File: src/rtl/lc4_pkg.sv
// Shared LC4 opcode and condition-code constants for the core pipeline stages.
package lc4_pkg;

    localparam logic [3:0] OP_BR      = 4'b0000;
    localparam logic [3:0] OP_ARITH   = 4'b0001;
    localparam logic [3:0] OP_CMP     = 4'b0010;
    localparam logic [3:0] OP_JSR     = 4'b0100;
    localparam logic [3:0] OP_LOGIC   = 4'b0101;
    localparam logic [3:0] OP_LDR     = 4'b0110;
    localparam logic [3:0] OP_STR     = 4'b0111;
    localparam logic [3:0] OP_RTI     = 4'b1000;
    localparam logic [3:0] OP_CONST   = 4'b1001;
    localparam logic [3:0] OP_SHIFT   = 4'b1010;
    localparam logic [3:0] OP_JMP     = 4'b1100;
    localparam logic [3:0] OP_HICONST = 4'b1101;
    localparam logic [3:0] OP_TRAP    = 4'b1111;

    localparam logic [2:0] NZP_N     = 3'b100;
    localparam logic [2:0] NZP_Z     = 3'b010;
    localparam logic [2:0] NZP_P     = 3'b001;
    localparam logic [2:0] NZP_RESET = NZP_Z;

endpackage

File: src/rtl/lc4_nzp_gen.sv
// Combinational {N,Z,P} classification of a signed WORD_SIZE value.
module lc4_nzp_gen
    import lc4_pkg::*;
#(
    parameter int unsigned WORD_SIZE = 16
) (
    input  logic [WORD_SIZE-1:0] i_value,
    output logic [2:0]           o_nzp
);

    always_comb begin
        if (i_value[WORD_SIZE-1]) begin
            o_nzp = NZP_N;
        end else if (i_value == '0) begin
            o_nzp = NZP_Z;
        end else begin
            o_nzp = NZP_P;
        end
    end

endmodule

File: src/rtl/lc4_writeback_stage.sv
// LC4 writeback stage: register-file write, NZP update and control-flow redirect.
// Optional privilege bit (o_psr_priv) is built when LC4_PSR_EN is defined.
module lc4_writeback_stage
    import lc4_pkg::*;
#(
    parameter int unsigned WORD_SIZE = 16
) (
    input  logic                 i_clk,
    input  logic                 i_rst_n,
    input  logic                 i_x_valid,
    output logic                 o_x_ready,
    input  logic [15:0]          i_x_insn,
    input  logic [15:0]          i_x_pc,
    input  logic [WORD_SIZE-1:0] i_x_result,
    input  logic [WORD_SIZE-1:0] i_x_dmem_rdata,
    input  logic                 i_stall,
    input  logic                 i_flush,
    output logic                 o_w_valid,
    output logic [15:0]          o_w_insn,
    output logic [15:0]          o_w_pc,
    output logic                 o_rf_we,
    output logic [2:0]           o_rf_wsel,
    output logic [WORD_SIZE-1:0] o_rf_wdata,
    output logic [2:0]           o_nzp,
    output logic                 o_redirect,
    output logic [15:0]          o_redirect_pc
`ifdef LC4_PSR_EN
    ,
    output logic                 o_psr_priv
`endif
);

    logic                 valid_q;
    logic [15:0]          insn_q;
    logic [15:0]          pc_q;
    logic                 we_q;
    logic [2:0]           wsel_q;
    logic [WORD_SIZE-1:0] wdata_q;
    logic [2:0]           nzp_q;
    logic                 redirect_q;
    logic [15:0]          redirect_pc_q;

    logic [3:0]           opcode;
    logic [15:0]          pc_inc;
    logic                 cap;
    logic                 we;
    logic [2:0]           wsel;
    logic [WORD_SIZE-1:0] wdata;
    logic                 taken;
    logic                 is_cmp;
    logic                 rti_ok;
    logic [WORD_SIZE-1:0] nzp_src;
    logic [2:0]           nzp_new;

    assign opcode = i_x_insn[15:12];
    assign pc_inc = i_x_pc + 16'd1;
    // A registered redirect squashes the wrong-path instruction now in X.
    assign cap    = i_x_valid & ~i_stall & ~i_flush & ~redirect_q;

`ifdef LC4_PSR_EN
    logic priv_q;

    // RTI from user mode is demoted to a NOP.
    assign rti_ok = priv_q;

    always_ff @(posedge i_clk or negedge i_rst_n) begin
        if (!i_rst_n) begin
            priv_q <= 1'b1;
        end else if (cap) begin
            if (opcode == OP_TRAP) begin
                priv_q <= 1'b1;
            end else if (opcode == OP_RTI) begin
                priv_q <= 1'b0;
            end
        end
    end

    assign o_psr_priv = priv_q;
`else
    assign rti_ok = 1'b1;
`endif

    always_comb begin
        we     = 1'b0;
        wsel   = i_x_insn[11:9];
        wdata  = i_x_result;
        taken  = 1'b0;
        is_cmp = 1'b0;
        case (opcode)
            OP_ARITH, OP_LOGIC, OP_CONST, OP_SHIFT, OP_HICONST: begin
                we = 1'b1;
            end
            OP_LDR: begin
                we    = 1'b1;
                wdata = i_x_dmem_rdata;
            end
            OP_JSR, OP_TRAP: begin
                we    = 1'b1;
                wsel  = 3'd7;
                wdata = WORD_SIZE'(pc_inc);
                taken = 1'b1;
            end
            OP_CMP: is_cmp = 1'b1;
            OP_BR:  taken  = |(i_x_insn[11:9] & nzp_q);
            OP_JMP: taken  = 1'b1;
            OP_RTI: taken  = rti_ok;
            default: ;
        endcase
    end

    assign nzp_src = is_cmp ? i_x_result : wdata;

    lc4_nzp_gen #(
        .WORD_SIZE (WORD_SIZE)
    ) u_nzp_gen (
        .i_value (nzp_src),
        .o_nzp   (nzp_new)
    );

    always_ff @(posedge i_clk or negedge i_rst_n) begin
        if (!i_rst_n) begin
            valid_q       <= 1'b0;
            insn_q        <= '0;
            pc_q          <= '0;
            we_q          <= 1'b0;
            wsel_q        <= '0;
            wdata_q       <= '0;
            nzp_q         <= NZP_RESET;
            redirect_q    <= 1'b0;
            redirect_pc_q <= '0;
        end else if (!i_stall) begin
            valid_q       <= cap;
            insn_q        <= i_x_insn;
            pc_q          <= i_x_pc;
            we_q          <= cap & we;
            wsel_q        <= wsel;
            wdata_q       <= wdata;
            redirect_q    <= cap & taken;
            redirect_pc_q <= i_x_result[15:0];
            if (cap & (we | is_cmp)) begin
                nzp_q <= nzp_new;
            end
        end
    end

    assign o_x_ready     = ~i_stall;
    assign o_w_valid     = valid_q;
    assign o_w_insn      = insn_q;
    assign o_w_pc        = pc_q;
    assign o_rf_we       = we_q;
    assign o_rf_wsel     = wsel_q;
    assign o_rf_wdata    = wdata_q;
    assign o_nzp         = nzp_q;
    assign o_redirect    = redirect_q;
    assign o_redirect_pc = redirect_pc_q;

endmodule

File: config.mk
export PLATFORM = sky130hd
export DESIGN_NAME = lc4_writeback_stage
export DESIGN_NICKNAME = d
export VERILOG_FILES = /design/src/rtl/lc4_pkg.sv /design/src/rtl/lc4_nzp_gen.sv /design/src/rtl/lc4_writeback_stage.sv
export SDC_FILE = /design/constraint.sdc
export NUM_CORES = 1
export LEC_CHECK = 0
export CAP_MARGIN = 20
export CORE_AREA = 2 2 85 104
export CTS_CLUSTER_DIAMETER = 120
export DETAILED_ROUTE_END_ITERATION = 7
export DIE_AREA = 0 0 87 106
export PLACE_DENSITY = 0.83
export SLEW_MARGIN = 15
export SYNTH_ARGS = -nofsm -noshare
export SYNTH_HDL_FRONTEND = slang
export SYNTH_HIERARCHICAL = 1
export SYNTH_SLANG_ARGS = --single-unit
File: constraint.sdc
create_clock -name i_clk -period 1.5 [get_ports i_clk]
set_input_delay 0.225 -clock i_clk [delete_from_list [all_inputs] [get_ports i_clk]]
set_output_delay 0.225 -clock i_clk [all_outputs]
set_load 0.01 [all_outputs]
# Word-level counts from Yosys, hierarchy flattened
# Index checks and enable logic that the tools add are counted.
# word_totals
wordCells	47
mem_bits_rw	0
latchBits	0
mem_bits_ro	0
n_memories	0
reg_bits	73
# classes
shift	0
order_cmp	0
n_mux	8
mul	0
n_div	0
addsub	1
bitwise_logic	11
n_eq_ne	11
reduce_logical	7
# ops
cell	n
one-hot mux 16 bit (2 select lines)	1
== test 4 bit, second input constant	6
adder 16 x 1 -> 16 bit, second input constant	1
zero test 16 bit	1
two-way mux 16 bit	1
== test 4 x 3 -> 1 bit, second input constant	3
OR reduction 8 bit	1
AND 1 bit	6
two-way mux 3 bit	2
== test 4 x 1 -> 1 bit, second input constant	1
== test 4 x 2 -> 1 bit, second input constant	1
zero test 4 bit	1
OR reduction 4 bit	1
AND 3 bit	1
inverter 1 bit	3
OR reduction 3 bit	1
two-way mux 1 bit	2
two-way mux 2 bit	1
one-hot mux 1 bit (2 select lines)	1
AND reduction 2 bit	1
OR reduction 2 bit	1
OR 1 bit	1

# Longest topological paths before layout
# Gate-level depths: netlist (run 1).
# depth
word_depth	7
ltp_mapped	9
ltp_nobuf	8

# By module
# Netlist (run 1), hierarchy kept.
# by_module_without_submodules
module	n_inst	seq_area_each_um2	area_per_inst_um2	cells_each
lc4_writeback_stage	1	1828.0	3395.8	276
lc4_nzp_gen	1	0.0	50.0	7

# Least setup slack after synthesis (run 1)
# Ideal clock, no wire load.
# synth_path
path_type	input-to-reg
from	in i_x_insn[15]
to	reg nzp_q[0] (netlist: o_nzp[0])
arrival_time_ns	1.965
stages	9
required_ns	1.375
path_slack_ns	-0.590
setup_time_ns	0.125
path_cell_list	buf_2 and3_4 o21a_1 buf_2 a222oi_1 inv_1 nor4_1 a41oi_1 mux2_2
# synth_via
elab_chain_cells	7
# synth_rtl
item	line_no	rtl
start, declared	lc4_writeback_stage.sv:12	input logic [15:0] i_x_insn,
== test 4 x 3 -> 1 bit or == test 4 bit (tied branches)	lc4_writeback_stage.sv:89	case (opcode)
OR reduction 2 bit	n/a	
one-hot mux 16 bit (2 select lines)	lc4_writeback_stage.sv:89	
two-way mux 16 bit *	lc4_writeback_stage.sv:111	assign nzp_src = is_cmp ? i_x_result : wdata;
named net nzp_src[11]	lc4_writeback_stage.sv:52	logic [WORD_SIZE-1:0] nzp_src;
zero test 16 bit *	lc4_nzp_gen.sv:14	end else if (i_value == '0) begin
two-way mux 2 bit *	lc4_nzp_gen.sv:14	
two-way mux 3 bit *	lc4_nzp_gen.sv:12	if (i_value[WORD_SIZE-1]) begin
named net nzp_new[0]	lc4_writeback_stage.sv:53	logic [2:0] nzp_new;
end signal, assigned	lc4_writeback_stage.sv:141	nzp_q <= nzp_new;
end, declared	lc4_writeback_stage.sv:39	logic [2:0] nzp_q;
# Mark *: on every way through the listed nets, which the timed path passes. The rest lies on a longest branch.
# A chain may end at the register's enable or synchronous reset.

# Final worst setup path (run 1)
# layout_path
from	in i_x_pc[2]
to	reg nzp_q[0] (netlist: o_nzp[0])
# layout_via
elab_chain_cells	6
# layout_rtl
item	line_no	rtl
start, declared	lc4_writeback_stage.sv:13	input logic [15:0] i_x_pc,
adder 16 x 1 -> 16 bit	lc4_writeback_stage.sv:56	assign pc_inc = i_x_pc + 16'd1;
one-hot mux 16 bit (2 select lines)	lc4_writeback_stage.sv:89	
two-way mux 16 bit	lc4_writeback_stage.sv:111	
named net nzp_src[7]	lc4_writeback_stage.sv:52	
zero test 16 bit	lc4_nzp_gen.sv:14	
two-way mux 2 bit	lc4_nzp_gen.sv:14	
two-way mux 3 bit	lc4_nzp_gen.sv:12	
named net nzp_new[0]	lc4_writeback_stage.sv:53	
# The timed path passes the listed nets, and every way through them passes these cells.

==> results of run 1 <==
worst max-delay path: stages:
cell	delay, ps
buf_8	80
nand4_4	150
buf_4	200
buf_4	160
nor2_1	190
xnor2_1	200
o21ai_2	130
nor4_4	300
a41oi_2	140
mux2_4	280
registers in the layout, summed over array words and instances (netlist names):
register       cells
o_rf_we            1
o_redirect_pc     16
o_rf_wdata        16
o_redirect         1
o_w_insn          16
o_w_pc            16
o_w_valid          1
o_rf_wsel          3
o_nzp              3
cells in the mapped netlist:
library cell,number
nor2b_1,1
a21oi_1,4
buf_2,7
nand4_4,1
xor2_1,3
nand2_1,16
nor4_2,1
nor4_1,5
xnor2_1,9
clkbuf_1,7
a211o_1,2
ha_1,1
and4_1,1
a41oi_1,1
nor3_1,3
nor3_2,2
o21ai_0,7
o211ai_1,1
nor4b_2,1
inv_2,1
a21o_1,1
nor4bb_1,1
o21ai_2,4
o21ai_1,8
dfrtp_1,72
mux2_2,62
nand3_1,9
nand4_2,1
a221o_1,2
a21boi_0,1
a22oi_1,13
nand4_1,2
nand2b_1,2
buf_4,3
nand3b_1,1
nor2_1,16
inv_1,5
dfstp_2,1
and3_4,1
o21a_1,1
a222oi_1,3
layout make-up:
cell class              count  area, sq um  share of cell area, %
clock buffers              16          180                   2.93
inverters                   6         25.0                  0.407
multi-input cells         188         1810                   29.4
flip-flops and latches     73         1830                   29.7
well taps                  97          121                   1.97
repair buffers            225         2190                   35.6
where the power goes:
group,leakage (uW),internal (uW),switching (uW),total [uW]
registers,0.000862,2180,120,2300
clock network,0.0000910,741,700,1440
logic,0.00199,918,667,1590
total,0.00294,3840,1490,5330
worst min-delay path by stage:
stage	slack [ps]	depth (start not counted)	to	startpoint
final	130	2	o_w_insn[15]	i_x_insn[15]
after global placement	150	1	o_w_valid	i_rst_n
after CTS	120	2	o_w_insn[15]	i_x_insn[15]
after floorplan	-70	0	o_nzp[0]	i_rst_n
after detailed placement	150	1	o_w_valid	i_rst_n
after global routing	120	2	o_w_insn[15]	i_x_insn[15]
layer usage:
| layer | vias to the layer above | global-route usage [%] | share of wire, % |
|---|---|---|---|
| met5 | - | 0 | 0 |
| met4 | 0 | 12.9 | 3.6 |
| met3 | 40 | 6.21 | 6.7 |
| met2 | 146 | 42.9 | 52 |
| met1 | 1635 | 29.4 | 38 |
| li1 | 1470 | - | - |
cell usage in the layout, fill, tap and decap left out, types with 4 or more instances in the layout:
cell,synthesis,layout
buf_2,7,5
clkbuf_1,7,4
buf_4,3,77
a22oi_1,13,10
nor4_4,0,5
nand2_1,16,15
xnor2_1,9,8
dlymetal6s2s_1,0,36
mux2_2,62,60
nor2_1,16,13
buf_6,0,9
clkbuf_8,0,12
o21ai_2,4,9
dfrtp_1,72,72
buf_8,0,4
dlygate4sd2_1,0,6
nand3_1,9,5
o21ai_0,7,7
clkdlybuf4s50_1,0,82
through the flow:
| step | cells | worst slack, ps | power [uW] | TNS (ps) | cell area (sq um) |
|---|---|---|---|---|---|
| floorplan | 283 | -418 | 2840 | -822 | 3500 |
| global placement | 564 | -1070 | 3740 | -14720 | 5400 |
| detailed placement | 564 | -1110 | 3780 | -15290 | 5400 |
| CTS | 598 | -272 | 5280 | -417 | 5850 |
| global route | 605 | -404 | 5550 | -1110 | 6150 |
| finish | 605 | -326 | 5330 | -841 | 6150 |
kinds of logic after synthesis:
group | Yosys count
simple gates | 64
xor+xnor | 12
flops | 73
mux | 62
compound gates | 48
fa+ha+maj | 1
buf+inv | 23
repair_timing:
action,CTS,global route
hold endpoints to repair,22,0
resized for setup,111,71
gates cloned,2,0
pin swaps,17,18
setup buffers,19,8
hold buffers,1,0
endpoints found under the setup margin,25,44
==> Flow_metrics.wiki, run 1 <==
{| class="wikitable"
! Metric !! Value
|-
| Number of nets in the synthesized netlist || 353
|-
| Final worst path period need || roughly 1800 ps
|-
| Cts bufs inserted || 9
|-
| Height of the die || approximately 110 um
|-
| Final Max Tran Viols || 0
|-
| XOR/XNOR Fraction of Synth Area || a little over 3%
|-
| Actual transition at the worst max-transition pin || 439 ps
|-
| Run status || finished, violations left
|-
| Compound-cell area share of the yosys netlist || 9.69%
|-
| Overall die area || just over 0.009 sq mm
|-
| Biggest fanout along the worst timing path || 4
|-
| Clock buffer depth || 2
|-
| Clock transition at the registers of the reported paths || around 70 ps
|-
| Num rows || 37
|-
| Layout cell share with drive strength beyond 1 || 43.7%
|-
| Critical register-to-register path startpoint || o_nzp[0]
|-
| Vias after detailed routing || 3291
|-
| Mapped cell area || 0.00345 sq mm
|-
| Syn Inst Count || 283
|-
| GRT Resource Usage Total || 25.4%
|-
| Sequential cell area fraction in the yosys report || between 50% and 60%
|-
| Sort of element at the end of the critical path || register
|-
| Initial antenna violation count || 0
|-
| Cell count of the worst reg-to-reg path || 5
|-
| Initial core utilization || 41.6%
|-
| Placed wire-length estimate after detailed placement || 8040 um
|-
| Share of synthesized cell area in and, or, nand and nor gates || 10.5%
|-
| Crit path launch || i_x_pc[2]
|-
| Critical Path RT || 1740 ps
|-
| Area share of the largest cell type after synthesis || 52.3%
|-
| Largest voltage drop on the vdd net || about 0.67 mV
|-
| Final net count || 573
|-
| Final hold slack || 130 ps
|-
| Unrepaired setup endpoints after global routing || yes
|-
| Largest clock skew in the final design || 6.45 ps
|-
| Remaining antenna violation count || 0
|-
| Tcrit/Tclk final || 122%
|-
| Relative max-transition margin || 70.7%
|-
| I/O pins || 143
|-
| Final WS setup || -326 ps
|-
| Static leakage power || 0.00294 uW
|-
| Crit path DAT || slightly above 2000 ps
|-
| Count of port buffers added during placement || 142
|-
| Die width || 87 um
|-
| Core utilization of the finished layout || about three quarters
|-
| Number of endpoints failing setup at the final stage || 6
|-
| Worst R2R End || o_redirect
|-
| Count of inserted antenna diode cells || 0
|-
| Reg-to-reg setup timing slack || 70 ps
|-
| Critical path capture point || o_nzp[0]
|-
| DR iter-0 viols || 220
|-
| Type of the most critical hold path || in2reg
|-
| Number of warnings reported in the yosys synthesis log || 6
|-
| Final Hold Violating Endpoints || 0
|-
| Number of H-tree branching levels || 3
|-
| Pin count of the biggest net entering global routing || 38
|-
| Clock network latency to the later pin of the worst-skew pair || 340 ps
|-
| Global-route wire length before repair || around 18000 um
|-
| Max-Cap Viols || 0
|-
| Synth Register Bits || 73
|-
| Via count of the first global-routing pass || roughly 3500
|-
| P per Cell Area || roughly 870 mW/mm^2
|-
| Startpoint-to-endpoint class of the critical path || in2reg
|-
| Root Buffer || clkbuf_8
|-
| Library cell with the largest summed area after synthesis || dfrtp_1
|-
| CTS tree || yes
|-
| Main combinational cell family by area after synthesis || multiplexers
|-
| Critical Path Start Type || input pin
|-
| Weighted congestion reported at the end of routability-driven placement || roughly 0.89
|-
| Multiplexer area fraction after synthesis || 20.3%
|-
| Number of unique standard cell types used by synthesis || ~40
|-
| Area growth from synthesis to final layout || 78.5%
|-
| Final global-route overflow total || 0
|-
| Post-route DRC || 0
|-
| Count of clock tree sinks || between 70 and 80
|-
| Routed wire length per instance || 20.0 um
|-
| Violated checks || setup timing
|-
| WL final || 12100 um
|-
| Average cell area after synthesis || 12.2 sq um
|-
| Adder-Cell Fraction of Synth Area || 0.363%
|-
| Max Clock Freq || approximately 0.55 GHz
|-
| Number of filler cells placed in the layout || 517
|-
| Total iterations of the first detailed-routing run || 4
|-
| Core outline area || 0.00829 sq mm
|-
| Number of vias per cell || between 5 and 6
|-
| Leading cell types by total area after synthesis || dfrtp_1 (52%), mux2_2 (20%), a22oi_1 (2.8%), xnor2_1 (2.3%), nand2_1 (1.7%)
|}
Note: power is estimated with default switching activity, not from simulation.
==> inputs of run 2 (changes only) <==
--- a/config.mk
+++ b/config.mk
@@ -6,10 +6,13 @@
 export NUM_CORES = 1
 export LEC_CHECK = 0
 export CAP_MARGIN = 20
-export CORE_AREA = 2 2 85 104
+export CELL_PAD_IN_SITES_DETAIL_PLACEMENT = 0
+export CELL_PAD_IN_SITES_GLOBAL_PLACEMENT = 1
+export CORE_AREA = 2 2 97 117
 export CTS_CLUSTER_DIAMETER = 120
 export DETAILED_ROUTE_END_ITERATION = 7
-export DIE_AREA = 0 0 87 106
+export DIE_AREA = 0 0 99 119
+export HOLD_SLACK_MARGIN = 0.05
 export PLACE_DENSITY = 0.83
 export SLEW_MARGIN = 15
 export SYNTH_ARGS = -nofsm -noshare
==> run 2 against run 1 <==
Against the previous run: cell count up 4.0%; highest routed layer unchanged; fmax up 2.5%; clock skew down 5.2 ps; die area up 28%; register-to-register slack better by 80 ps; the run still ends with setup timing left; combinational power down 4%; non-clock buffer count down 10; via count down 4.4%; wire length down 7.5%.
==> Flow_metrics.wiki, run 2 (synthesized netlist as in run 1, its figures left out) <==
{| class="wikitable"
! Metric !! Value
|-
| Cts bufs inserted || 9
|-
| Final Max Tran Viols || 0
|-
| Sw Share || 25.5%
|-
| Max Clock Freq || 0.561 GHz
|-
| Tcrit/Tclk final || 119%
|-
| I/O pins || 143
|-
| Run status || finished, violations left
|-
| Type of the most critical hold path || in2reg
|-
| Relative max-transition margin || between 70% and 80%
|-
| Final WS setup || -282 ps
|-
| Area growth from synthesis to final layout || 79.8%
|-
| Crit path DAT || 2000 ps
|-
| CTS tree || yes
|-
| Initial core utilization || 32.0%
|-
| GRT Resource Usage Total || 19.1%
|-
| Layout cell share with drive strength beyond 1 || 41.9%
|-
| Final non-filler cell total || 629
|-
| Largest clock skew in the final design || between 1 and 1.5 ps
|-
| Design internal power || 4500 uW
|-
| Gate power share || 25.2%
|-
| Post-Place Cells || between 500 and 600
|-
| Violated checks || setup timing
|-
| Largest voltage drop on the vdd net || around 0.56 mV
|-
| WL final || 11200 um
|-
| Biggest fanout along the worst timing path || 5
|-
| Initial antenna violation count || 0
|-
| P per Cell Area || 975 mW/mm^2
|-
| Remaining antenna violation count || 0
|-
| Highest-count cells in the layout ignoring fill and taps || clkdlybuf4s50_1 (95), dfrtp_1 (72), buf_4 (67)
|-
| Hold path startpoint || i_x_insn[13]
|-
| Placed cell area || roughly 0.0054 sq mm
|-
| Global-route wire length before repair || 17400 um
|-
| Total power || 6040 uW
|-
| Critical register-to-register path startpoint || o_redirect
|-
| Routed wire length per instance || between 15 and 20 um
|-
| Clock transition at the registers of the reported paths || 50 ps
|-
| Sort of element at the end of the critical path || register
|-
| Number of vias per cell || 5.00
|-
| Final worst path period need || 1780 ps
|-
| Flop pwr share || 38.2%
|-
| Final net count || roughly 560
|-
| Worst hold path cell count || 2
|-
| Metal3 WL || 769 um
|-
| Placed wire-length estimate after detailed placement || 8330 um
|-
| Worst R2R End || o_nzp[0]
|-
| Total iterations of the first detailed-routing run || 5
|-
| Post-layout instance area || 0.00620 sq mm
|-
| Clock network latency to the later pin of the worst-skew pair || 330 ps
|-
| Die width || slightly below 100 um
|-
| Critical Path RT || approximately 1700 ps
|-
| Final global-route overflow total || 0
|-
| Static leakage power || about 0.0028 uW
|-
| Via count of the first global-routing pass || approximately 3300
|-
| Cell count of the worst reg-to-reg path || 4
|-
| Uppermost signal routing layer after detailed routing || met4
|-
| Core outline area || 0.0108 sq mm
|-
| Max-Cap Viols || 0
|-
| Pin count of the biggest net entering global routing || 32
|-
| Count of inserted antenna diode cells || 0
|-
| Post-route DRC || 0
|-
| Crit path launch || i_x_pc[3]
|-
| Count of clock tree sinks || 73
|-
| DR iter-0 viols || 113
|-
| Critical Path Start Type || input pin
|-
| Reg-to-reg setup timing slack || 150 ps
|-
| Overall die area || 0.0118 sq mm
|-
| Number of H-tree branching levels || 3
|-
| Num rows || 42
|-
| Clock Power Share || 36.7%
|-
| Vias after detailed routing || 3145
|-
| Weighted congestion reported at the end of routability-driven placement || 0.882
|-
| Number of endpoints failing setup at the final stage || 2
|-
| Count of port buffers added during placement || 142
|-
| Hold Crit Endpoint || o_w_insn[13]
|-
| Detail Route met2 WL || 5760 um
|-
| Met1 routed wirelength after detailed routing || ~4300 um
|-
| Clock buffer depth || 2
|-
| Height of the die || about 120 um
|-
| Actual transition at the worst max-transition pin || between 400 and 500 ps
|-
| Final Hold Violating Endpoints || 0
|-
| Number of filler cells placed in the layout || between 800 and 900
|-
| Most common library cell in the layout ignoring fill and taps || clkdlybuf4s50_1
|-
| Startpoint-to-endpoint class of the critical path || in2reg
|-
| Net switching power || 1540 uW
|-
| Root Buffer || clkbuf_16
|-
| Unrepaired setup endpoints after global routing || yes
|}
## run 2: layout make-up
class / instances / area, sq um / area share, %
repair buffers: 215 / 2080 / 33.6
flip-flops and latches: 73 / 1830 / 29.5
multi-input cells: 187 / 1790 / 28.9
clock buffers: 14 / 274 / 4.42
well taps: 132 / 165 / 2.67
clock inverters: 2 / 35.0 / 0.565
inverters: 6 / 22.5 / 0.363
## run 2: worst max-delay path by stage
stage                     to  slack (ps)  cells past startpoint
finish              o_nzp[0]        -280                      9
global route        o_nzp[0]        -350                      9
CTS                 o_nzp[0]        -280                      9
detailed placement  o_nzp[0]       -1180                      9
global placement    o_nzp[0]       -1130                      7
floorplan           o_nzp[0]        -420                      9
## run 2: repair_timing
| action | in CTS | in global routing |
|---|---|---|
| gates resized for setup | 108 | 66 |
| hold buffers | 1 | 0 |
| pin swaps | 17 | 27 |
| endpoints found under the hold margin | 26 | 0 |
| setup buffers | 18 | 6 |
| endpoints found under the setup margin | 27 | 26 |
## run 2: power by group through the flow
stage	combinational [uW]	clock, uW	sequential [uW]
2_1_floorplan	409	0	2430
3_3_place_gp	1410	0	2330
3_5_place_dp	1430	0	2340
4_1_cts	1480	2250	2310
5_1_grt	1620	2340	2330
6_report	1520	2220	2310
## run 2: through the flow
step	hold slack, ps	setup TNS [ps]	util (%)	setup slack, ps
after floorplan	-70.6	-822	-	-418
after global placement	174	-14380	50.3	-1130
after detailed placement	176	-15340	50.3	-1180
after CTS	144	-515	54.8	-277
after global routing	162	-587	57.5	-348
final	168	-464	57.5	-282
## run 2: worst max-delay path: stages
cell	delay, ps
buf_4	100
nand4_4	180
nor3_2	220
xor2_1	100
a222oi_1	430
inv_1	140
nor4_4	180
a41oi_2	140
mux2_4	280
## run 2: routing by layer
| layer | GRT usage, % | up-vias |
|---|---|---|
| met5 | 0 | - |
| met4 | 7.36 | 0 |
| met3 | 6.34 | 28 |
| met2 | 32.3 | 119 |
| met1 | 22.2 | 1544 |
| li1 | - | 1454 |
